[config.mk]
export PLATFORM = sky130hd
export DESIGN_NAME = axi_slave
export DESIGN_NICKNAME = d
export VERILOG_FILES = /design/src/rtl/axi_slave.sv
export SDC_FILE = /design/constraint.sdc
export NUM_CORES = 1
export LEC_CHECK = 0
export CAP_MARGIN = 0
export CORE_ASPECT_RATIO = 0.75
export CORE_UTILIZATION = 55
export CTS_BUF_LIST = sky130_fd_sc_hd__clkbuf_4 sky130_fd_sc_hd__clkbuf_8 sky130_fd_sc_hd__clkbuf_16
export DETAILED_ROUTE_END_ITERATION = 7
export PLACE_DENSITY = 0.76
export SETUP_SLACK_MARGIN = 0.5
export SLEW_MARGIN = 20
export SYNTH_ARGS = -nofsm -noshare
export SYNTH_HDL_FRONTEND = slang
export SYNTH_SLANG_ARGS = --single-unit
[constraint.sdc]
create_clock -name ACLK -period 2.6 [get_ports ACLK]
set_clock_uncertainty 0.05 [all_clocks]
set_input_delay 0.52 -clock ACLK [delete_from_list [all_inputs] [get_ports ACLK]]
set_output_delay 0.52 -clock ACLK [all_outputs]
set_load 0.03 [all_outputs]
[src/rtl/axi_slave.sv]
// Single-beat AXI4-Lite-style register slave: DEPTH x 32-bit word array,
// one outstanding write and one outstanding read, paths run concurrently.
module axi_slave #(
  parameter int DEPTH = 16
) (
  input  logic        ACLK,
  input  logic        ARESETn,
  input  logic [31:0] AWADDR,
  input  logic        AWVALID,
  output logic        AWREADY,
  input  logic        WVALID,
  input  logic [31:0] WDATA,
  output logic        WREADY,
  output logic        BVALID,
  input  logic        BREADY,
  input  logic [31:0] ARADDR,
  input  logic        ARVALID,
  output logic        ARREADY,
  output logic [31:0] RDATA,
  output logic        RVALID,
  input  logic        RREADY
);

  localparam int IW = $clog2(DEPTH);

  typedef enum logic [1:0] {R_IDLE, R_ADDR, R_DATA} rstate_t;

  logic [31:0]   mem_q [DEPTH];

  logic          awready_q, awready_d;
  logic          wready_q,  wready_d;
  logic          aw_done_q, w_done_q;
  logic [IW-1:0] awaddr_q;
  logic [31:0]   wdata_q;
  logic          bvalid_q;

  rstate_t       rstate_q, rstate_d;
  logic [31:0]   rdata_q, rdata_d;

  logic          aw_hs, w_hs, b_hs, commit;
  logic [IW-1:0] wr_idx;
  logic [31:0]   wr_data;

  // Address bits outside the word index are don't-care (aliasing).
  logic unused_addr_bits;
  assign unused_addr_bits = ^{AWADDR[31:IW+2], AWADDR[1:0], ARADDR[31:IW+2], ARADDR[1:0]};

  // ---------------- write path ----------------
  assign aw_hs  = AWVALID & awready_q;
  assign w_hs   = WVALID  & wready_q;
  assign b_hs   = bvalid_q & BREADY;
  // Commit on the edge where the second of AW/W lands (or both together).
  assign commit = (aw_done_q | aw_hs) & (w_done_q | w_hs) & ~bvalid_q;

  assign wr_idx  = aw_hs ? AWADDR[IW+1:2] : awaddr_q;
  assign wr_data = w_hs  ? WDATA          : wdata_q;

  always_comb begin
    awready_d = AWVALID & ~awready_q & ~aw_done_q & ~bvalid_q;
    wready_d  = WVALID  & ~wready_q  & ~w_done_q  & ~bvalid_q;
  end

  always_ff @(posedge ACLK or negedge ARESETn) begin
    if (!ARESETn) begin
      awready_q <= 1'b0;
      wready_q  <= 1'b0;
      aw_done_q <= 1'b0;
      w_done_q  <= 1'b0;
      awaddr_q  <= '0;
      wdata_q   <= '0;
      bvalid_q  <= 1'b0;
      for (int i = 0; i < DEPTH; i++) mem_q[i] <= '0;
    end else begin
      awready_q <= awready_d;
      wready_q  <= wready_d;
      if (b_hs) begin
        aw_done_q <= 1'b0;
        w_done_q  <= 1'b0;
        bvalid_q  <= 1'b0;
      end else begin
        if (aw_hs) begin
          aw_done_q <= 1'b1;
          awaddr_q  <= AWADDR[IW+1:2];
        end
        if (w_hs) begin
          w_done_q <= 1'b1;
          wdata_q  <= WDATA;
        end
        if (commit) begin
          mem_q[wr_idx] <= wr_data;
          bvalid_q      <= 1'b1;
        end
      end
    end
  end

  // ---------------- read path ----------------
  always_comb begin
    rstate_d = rstate_q;
    rdata_d  = rdata_q;
    case (rstate_q)
      R_IDLE: if (ARVALID) rstate_d = R_ADDR;
      R_ADDR: begin
        // mem_q is sampled pre-edge, so a same-edge write returns old data.
        if (ARVALID) begin
          rdata_d  = mem_q[ARADDR[IW+1:2]];
          rstate_d = R_DATA;
        end else begin
          rstate_d = R_IDLE;
        end
      end
      R_DATA: if (RREADY) rstate_d = R_IDLE;
      default: rstate_d = R_IDLE;
    endcase
  end

  always_ff @(posedge ACLK or negedge ARESETn) begin
    if (!ARESETn) begin
      rstate_q <= R_IDLE;
      rdata_q  <= '0;
    end else begin
      rstate_q <= rstate_d;
      rdata_q  <= rdata_d;
    end
  end

  assign AWREADY = awready_q;
  assign WREADY  = wready_q;
  assign BVALID  = bvalid_q;
  assign ARREADY = (rstate_q == R_ADDR);
  assign RVALID  = (rstate_q == R_DATA);
  assign RDATA   = rdata_q;

endmodule

# Word level (Yosys, flattened, before mapping)
# Index checks and enable logic that the tools add are counted.
[totals] register_bits=587 in_bits=103 output_inout_bits=37 wordCells=79
[classes] order_cmp=3 eq_ne=4 muxes=18 n_bitwise=21 reduce_logical=8
[ops] op="bitwise mux 512 bit" n=1
[ops] op="binary-select mux 32 bit (select 4 bit)" n=1
[ops] op="demux 32 bit (select 4 bit)" n=1
[ops] op="2-to-1 mux 32 bit" n=4
[ops] op="bitwise AND 1 bit" n=11
[ops] op=">= comparator 5 bit, second input constant" n=2
[ops] op="NOT 4 -> 5 bit" n=2
[ops] op="2-to-1 mux 1 bit" n=6
[ops] op="2-to-1 mux 2 bit" n=3
[ops] op="NOT 1 bit" n=6
[ops] op="case mux 2 bit (3 select lines)" n=1
[ops] op="AND reduction 2 bit" n=3
[ops] op="nonzero test 2 bit" n=3
[ops] op="< comparator 5 x 1 -> 1 bit, second input constant" n=1
[ops] op="2-to-1 mux 4 bit" n=1
[ops] op="equality test 2 x 1 -> 1 bit, second input constant" n=1
[ops] op="equality test 2 bit, second input constant" n=1
[ops] op="zero test 2 bit" n=1
[ops] op="inequality test 2 x 1 -> 1 bit, second input constant" n=1
[ops] op="inequality test 2 bit, second input constant" n=1
[ops] op="OR 1 bit" n=2
[ops] op="logical AND 1 bit" n=1

# Depth between registers and ports, before layout
[depth] ltp_word=8 depth_mapped=7 mapped_depth_nobuf=4

# Worst setup path after synthesis
# Ideal clock, no wire load.
[synth_timing] path_kind="register -> register" from="reg awready_q (netlist: AWREADY)" to="reg mem_q[193] in the netlist's numbering" setup_time_ns=0.125 arrival_time_ns=2.168 required_ns=2.425 slack_ns=0.257 path_stages_with_launch=7 n_path_buf=2 synth_period_minus_slack_ns=2.343 cell_sequence="dfrtp_1 a21oi_1 or2_1 clkbuf_1 nor4b_4 buf_6 mux2_2"
[synth_between] elab_chain_cells=8 elab_cells_between_ends=13 cone_classes="order compare (2); mux (4); bitwise (5); reduce/logical (2)"
[synth_rtl] element="start: declaration" line="30" rtl="logic awready_q, awready_d;"
[synth_rtl] element="start signal: assignment" line="74" rtl="awready_q <= awready_d;"
[synth_rtl] element="bitwise AND 1 bit (*)" line="49" rtl="assign aw_hs = AWVALID & awready_q;"
[synth_rtl] element="2-to-1 mux 4 bit"
[synth_rtl] element="NOT 4 -> 5 bit (not written as such)" line="90" rtl="mem_q[wr_idx] <= wr_data;"
[synth_rtl] element=">= comparator 5 bit (not written as such) or < comparator 5 x 1 -> 1 bit (tied branches)" line="90"
[synth_rtl] element="logical AND 1 bit (not written as such)" line="90"
[synth_rtl] element="2-to-1 mux 32 bit (not written as such)" line="90"
[synth_rtl] element="demux 32 bit (select 4 bit)" line="90"
[synth_rtl] element="bitwise mux 512 bit" line="90"
[synth_rtl] element="end signal: indexed assignment" line="90"
[synth_rtl] element="end: declaration" line="28" rtl="logic [31:0] mem_q [DEPTH];"
# Every way passes the cells marked *; elsewhere a longest branch is shown, timed or not.
# A chain may end at the register's enable or synchronous reset.

# Final worst setup path
[layout_timing] from="reg awready_q (netlist: AWREADY)" to="reg mem_q[503] in the netlist's numbering"
# Same word-level chain as after synthesis.

==> metrics.txt <==
# TYPE chip_impl_metric gauge
chip_impl_metric{name="via_count_of_the_first_global_routing_pass",unit=""} 17101
chip_impl_metric{name="final.hold.worst_slack",unit="ns"} 0.3129
chip_impl_info{name="path_class",value="reg2reg"} 1
chip_impl_metric{name="synthArstFlopShare",unit="%"} 100.0
chip_impl_metric{name="required",unit="ns"} 3.05
chip_impl_metric{name="ant_nets",unit=""} 0
chip_impl_metric{name="clock_tree.buffer_depth",unit=""} 3
chip_impl_metric{name="synth.distinct_cells",unit=""} 43
chip_impl_metric{name="worst-slew-pin-transition",unit="ns"} 0.7526
chip_impl_metric{name="crit_fanout",unit=""} 7
chip_impl_metric{name="grt_max_degree",unit=""} 107
chip_impl_info{name="cell_with_the_most_instances_after_synthesis",value="dfrtp_1"} 1
chip_impl_metric{name="vdd_ir_drop_max",unit="uV"} 1029
chip_impl_info{name="synth.top_cells.by_count",value="dfrtp_1, mux2_2, mux2i_1"} 1
chip_impl_metric{name="syn_avg_cell_area",unit="sq um"} 14.66
chip_impl_metric{name="wl_met1",unit="um"} 31690
chip_impl_metric{name="postSynthNetCount",unit=""} 1912
chip_impl_metric{name="die-area",unit="sq mm"} 0.04911
chip_impl_metric{name="number_of_antenna_violations_at_the_first_check_in_global_routing",unit=""} 0
chip_impl_info{name="synth_ff_type",value="dfrtp_1"} 1
chip_impl_metric{name="clkSinkCount",unit=""} 587
chip_impl_metric{name="yosysSeqAreaShare",unit="%"} 55.39
chip_impl_metric{name="synth-edff-count",unit=""} 0
chip_impl_metric{name="power-per-cell-area",unit="mW/mm^2"} 1071
chip_impl_metric{name="grt_pass1_wl",unit="um"} 105000
chip_impl_metric{name="place.port_buffers",unit=""} 83
chip_impl_metric{name="top_level_ports",unit=""} 140
chip_impl_metric{name="globalRouteOverflowTotal",unit=""} 0
chip_impl_metric{name="clkLatencyLatePin",unit="ns"} 0.62
chip_impl_metric{name="postSynthCellCount",unit=""} 1809
chip_impl_metric{name="die-width",unit="um"} 255.5
chip_impl_metric{name="core-area",unit="sq mm"} 0.04748
chip_impl_metric{name="maxCapViolations",unit=""} 0
chip_impl_info{name="cts_root_buf",value="clkbuf_16"} 1
chip_impl_metric{name="leakage",unit="nW"} 15.42
chip_impl_metric{name="timing_max_transition_violations_final",unit=""} 0
chip_impl_metric{name="num-nets-final",unit=""} 2074
chip_impl_info{name="top_signal_layer_used",value="met5"} 1
chip_impl_info{name="status",value="finished, final reports clean"} 1
chip_impl_metric{name="worst_ep_arrival_time",unit="ns"} 2.86
chip_impl_metric{name="grtUsageTotal",unit="%"} 28.54
chip_impl_metric{name="initial_core_util",unit="%"} 55.85
chip_impl_info{name="critical_path.endpoint_type",value="flip-flop"} 1
chip_impl_metric{name="post_detail_place_hpwl",unit="um"} 39000
chip_impl_metric{name="post_dp_cell_area",unit="sq mm"} 0.02890
chip_impl_metric{name="clk_pin_slew",unit="ns"} 0.06
chip_impl_metric{name="final-setup-viol-count",unit=""} 0
chip_impl_metric{name="ys_seq_elements",unit=""} 587
chip_impl_info{name="timing.critical_path.from_type",value="flip-flop"} 1
chip_impl_metric{name="post-route-min-period",unit="ns"} 2.406
chip_impl_metric{name="drt_pass1_iterations",unit=""} 7
chip_impl_info{name="cts_tree",value="yes"} 1
chip_impl_info{name="yosysTopAreaCell",value="dfrtp_1"} 1
chip_impl_metric{name="drt_drc_violations_left",unit=""} 0
chip_impl_metric{name="yosysWarningCount",unit=""} 0
chip_impl_metric{name="post-route-period-util",unit="%"} 92.55
chip_impl_metric{name="syn2layout_area_growth",unit="%"} 22.61
chip_impl_metric{name="place_congestion",unit=""} 0.7976
chip_impl_metric{name="num_antenna_cells",unit=""} 0
chip_impl_metric{name="htree_num_levels",unit=""} 2
chip_impl_metric{name="slew-limit-headroom",unit="%"} 49.70
chip_impl_metric{name="n_fill_cell",unit=""} 3142
chip_impl_metric{name="drt-total-wl",unit="um"} 74770
chip_impl_metric{name="wire_per_inst",unit="um"} 28.26
chip_impl_metric{name="drive_gt1_share",unit="%"} 47.58
chip_impl_metric{name="detailroute.via_count",unit=""} 16698
chip_impl_metric{name="tritoncts.num_buffers",unit=""} 56
chip_impl_metric{name="timing.fmax",unit="MHz"} 415.6
chip_impl_info{name="grt_setup_unrepaired",value="true"} 1
chip_impl_info{name="worstHoldPathType",value="in2reg"} 1
chip_impl_metric{name="design_area",unit="sq mm"} 0.03251
chip_impl_metric{name="viasPerCell",unit=""} 6.311
chip_impl_info{name="synth_area_leaders",value="dfrtp_1, mux2_2, mux4_2, mux2i_1, a22oi_1"} 1
chip_impl_metric{name="synth_top_area_share",unit="%"} 55.39
chip_impl_metric{name="drt-initial-drc-count",unit=""} 1362
chip_impl_metric{name="post_syn_area",unit="sq mm"} 0.02652
chip_impl_metric{name="fp-row-count",unit=""} 69
chip_impl_metric{name="die_height",unit="um"} 192.2
chip_impl_metric{name="timing_hold_violations_final",unit=""} 0
chip_impl_metric{name="met3WireLength",unit="um"} 6397
chip_impl_metric{name="detailroute.wirelength.met2",unit="um"} 34330
==> flip-flops by register name, indices dropped and copies added (netlist names) <==
signal     flops
BVALID         1
w_done_q       1
aw_done_q      1
awaddr_q       4
rstate_q       2
WREADY         1
mem_q        512
RDATA         32
AWREADY        1
wdata_q       32
==> final cells by class <==
| class | count | area [sq um] | area share, % |
|---|---|---|---|
| sequential | 587 | 14690 | 45.19 |
| clock buffer | 87 | 1745 | 5.368 |
| multi-input combinational | 1068 | 11760 | 36.17 |
| clock inverter | 7 | 50.05 | 0.1539 |
| tap | 639 | 799.5 | 2.459 |
| inverter | 2 | 7.507 | 0.02309 |
| timing repair buffer | 256 | 3460 | 10.64 |
==> worst paths after layout <==
check                                          start                endpoint  slack, ns  cells after the start
max in group asynchronous                    ARESETn   mem_q[88]$_DFFE_PN0P_       1.28                      4
worst max-delay path               AWREADY$_DFF_PN0_  mem_q[503]$_DFFE_PN0P_       0.19                      7
min in group asynchronous                    ARESETn  mem_q[482]$_DFFE_PN0P_       0.32                      2
worst max register to register     AWREADY$_DFF_PN0_  mem_q[503]$_DFFE_PN0P_       0.19                      7
worst min-delay path                       ARADDR[5]    RDATA[0]$_DFFE_PN0P_       0.31                      3
worst min register to register  w_done_q$_DFFE_PN0P_        WREADY$_DFF_PN0_       0.40                      1
==> critical path: stages, from the launching register on <==
cell       delay (ns)
dfrtp_2          0.42
buf_6            0.13
a211o_1          0.30
a2111oi_4        0.40
a21boi_4         0.28
buf_12           0.18
buf_16           0.16
mux2_2           0.35
==> layout by cell type, fill, tap and decap left out, types with 34 or more instances in the layout <==
cell type | netlist | final
dfrtp_1 | 587 | 585
mux2_2 | 565 | 462
mux2i_1 | 133 | 133
mux2_4 | 4 | 116
clkbuf_16 | 0 | 73
a22oi_1 | 64 | 64
mux4_2 | 62 | 62
buf_4 | 4 | 62
nand2_1 | 64 | 59
buf_12 | 0 | 59
clkdlybuf4s50_1 | 0 | 41
dlygate4sd2_1 | 0 | 34
==> power breakdown <==
part	switching [mW]	total, mW	internal (mW)
Sequential	2.17	15.2	13.1
Clock	3.51	8.09	4.58
Combinational	5.35	11.5	6.16
Total	11.0	34.8	23.8
==> cell families after synthesis <==
kind of cell	synth area share, %
multiplexers	34.93
flip-flops	55.39
AND/OR/NAND/NOR	3.091
buffers and inverters	3.058
AO/OA/AOI/OAI	3.529
==> timing repair <==
action | 4_1_cts | 5_1_grt
hold buffers | 1 | 0
buffers inserted | 18 | 9
endpoints found under the setup margin | 545 | 477
endpoints found under the hold margin | 24 | 0
gates resized for setup | 127 | 134
pin swaps | 7 | 13
cloned | 11 | 23
==> per-layer routing <==
metal	vias up	GRT usage [%]
li1	6991	-
met1	8953	38.86
met2	607	45.39
met3	145	7.192
met4	2	8.821
met5	-	0
==> per-stage QoR <==
step | power, mW | TNS (ns) | utilization (%) | setup WS [ns] | instances
final | 34.83 | 0 | 68.47 | 0.1936 | 2646
after global routing | 36.48 | 0 | 68.47 | 0.1670 | 2646
after CTS | 33.90 | 0 | 66.09 | 0.2917 | 2614
after detailed placement | 25.44 | -165.12 | 60.85 | -0.6775 | 2490
after global placement | 24.70 | -148.71 | 60.85 | -0.6002 | 2490
after floorplan | 22.13 | 0 | - | 0.3870 | 1809
Note: power is estimated with default switching activity, not from simulation.
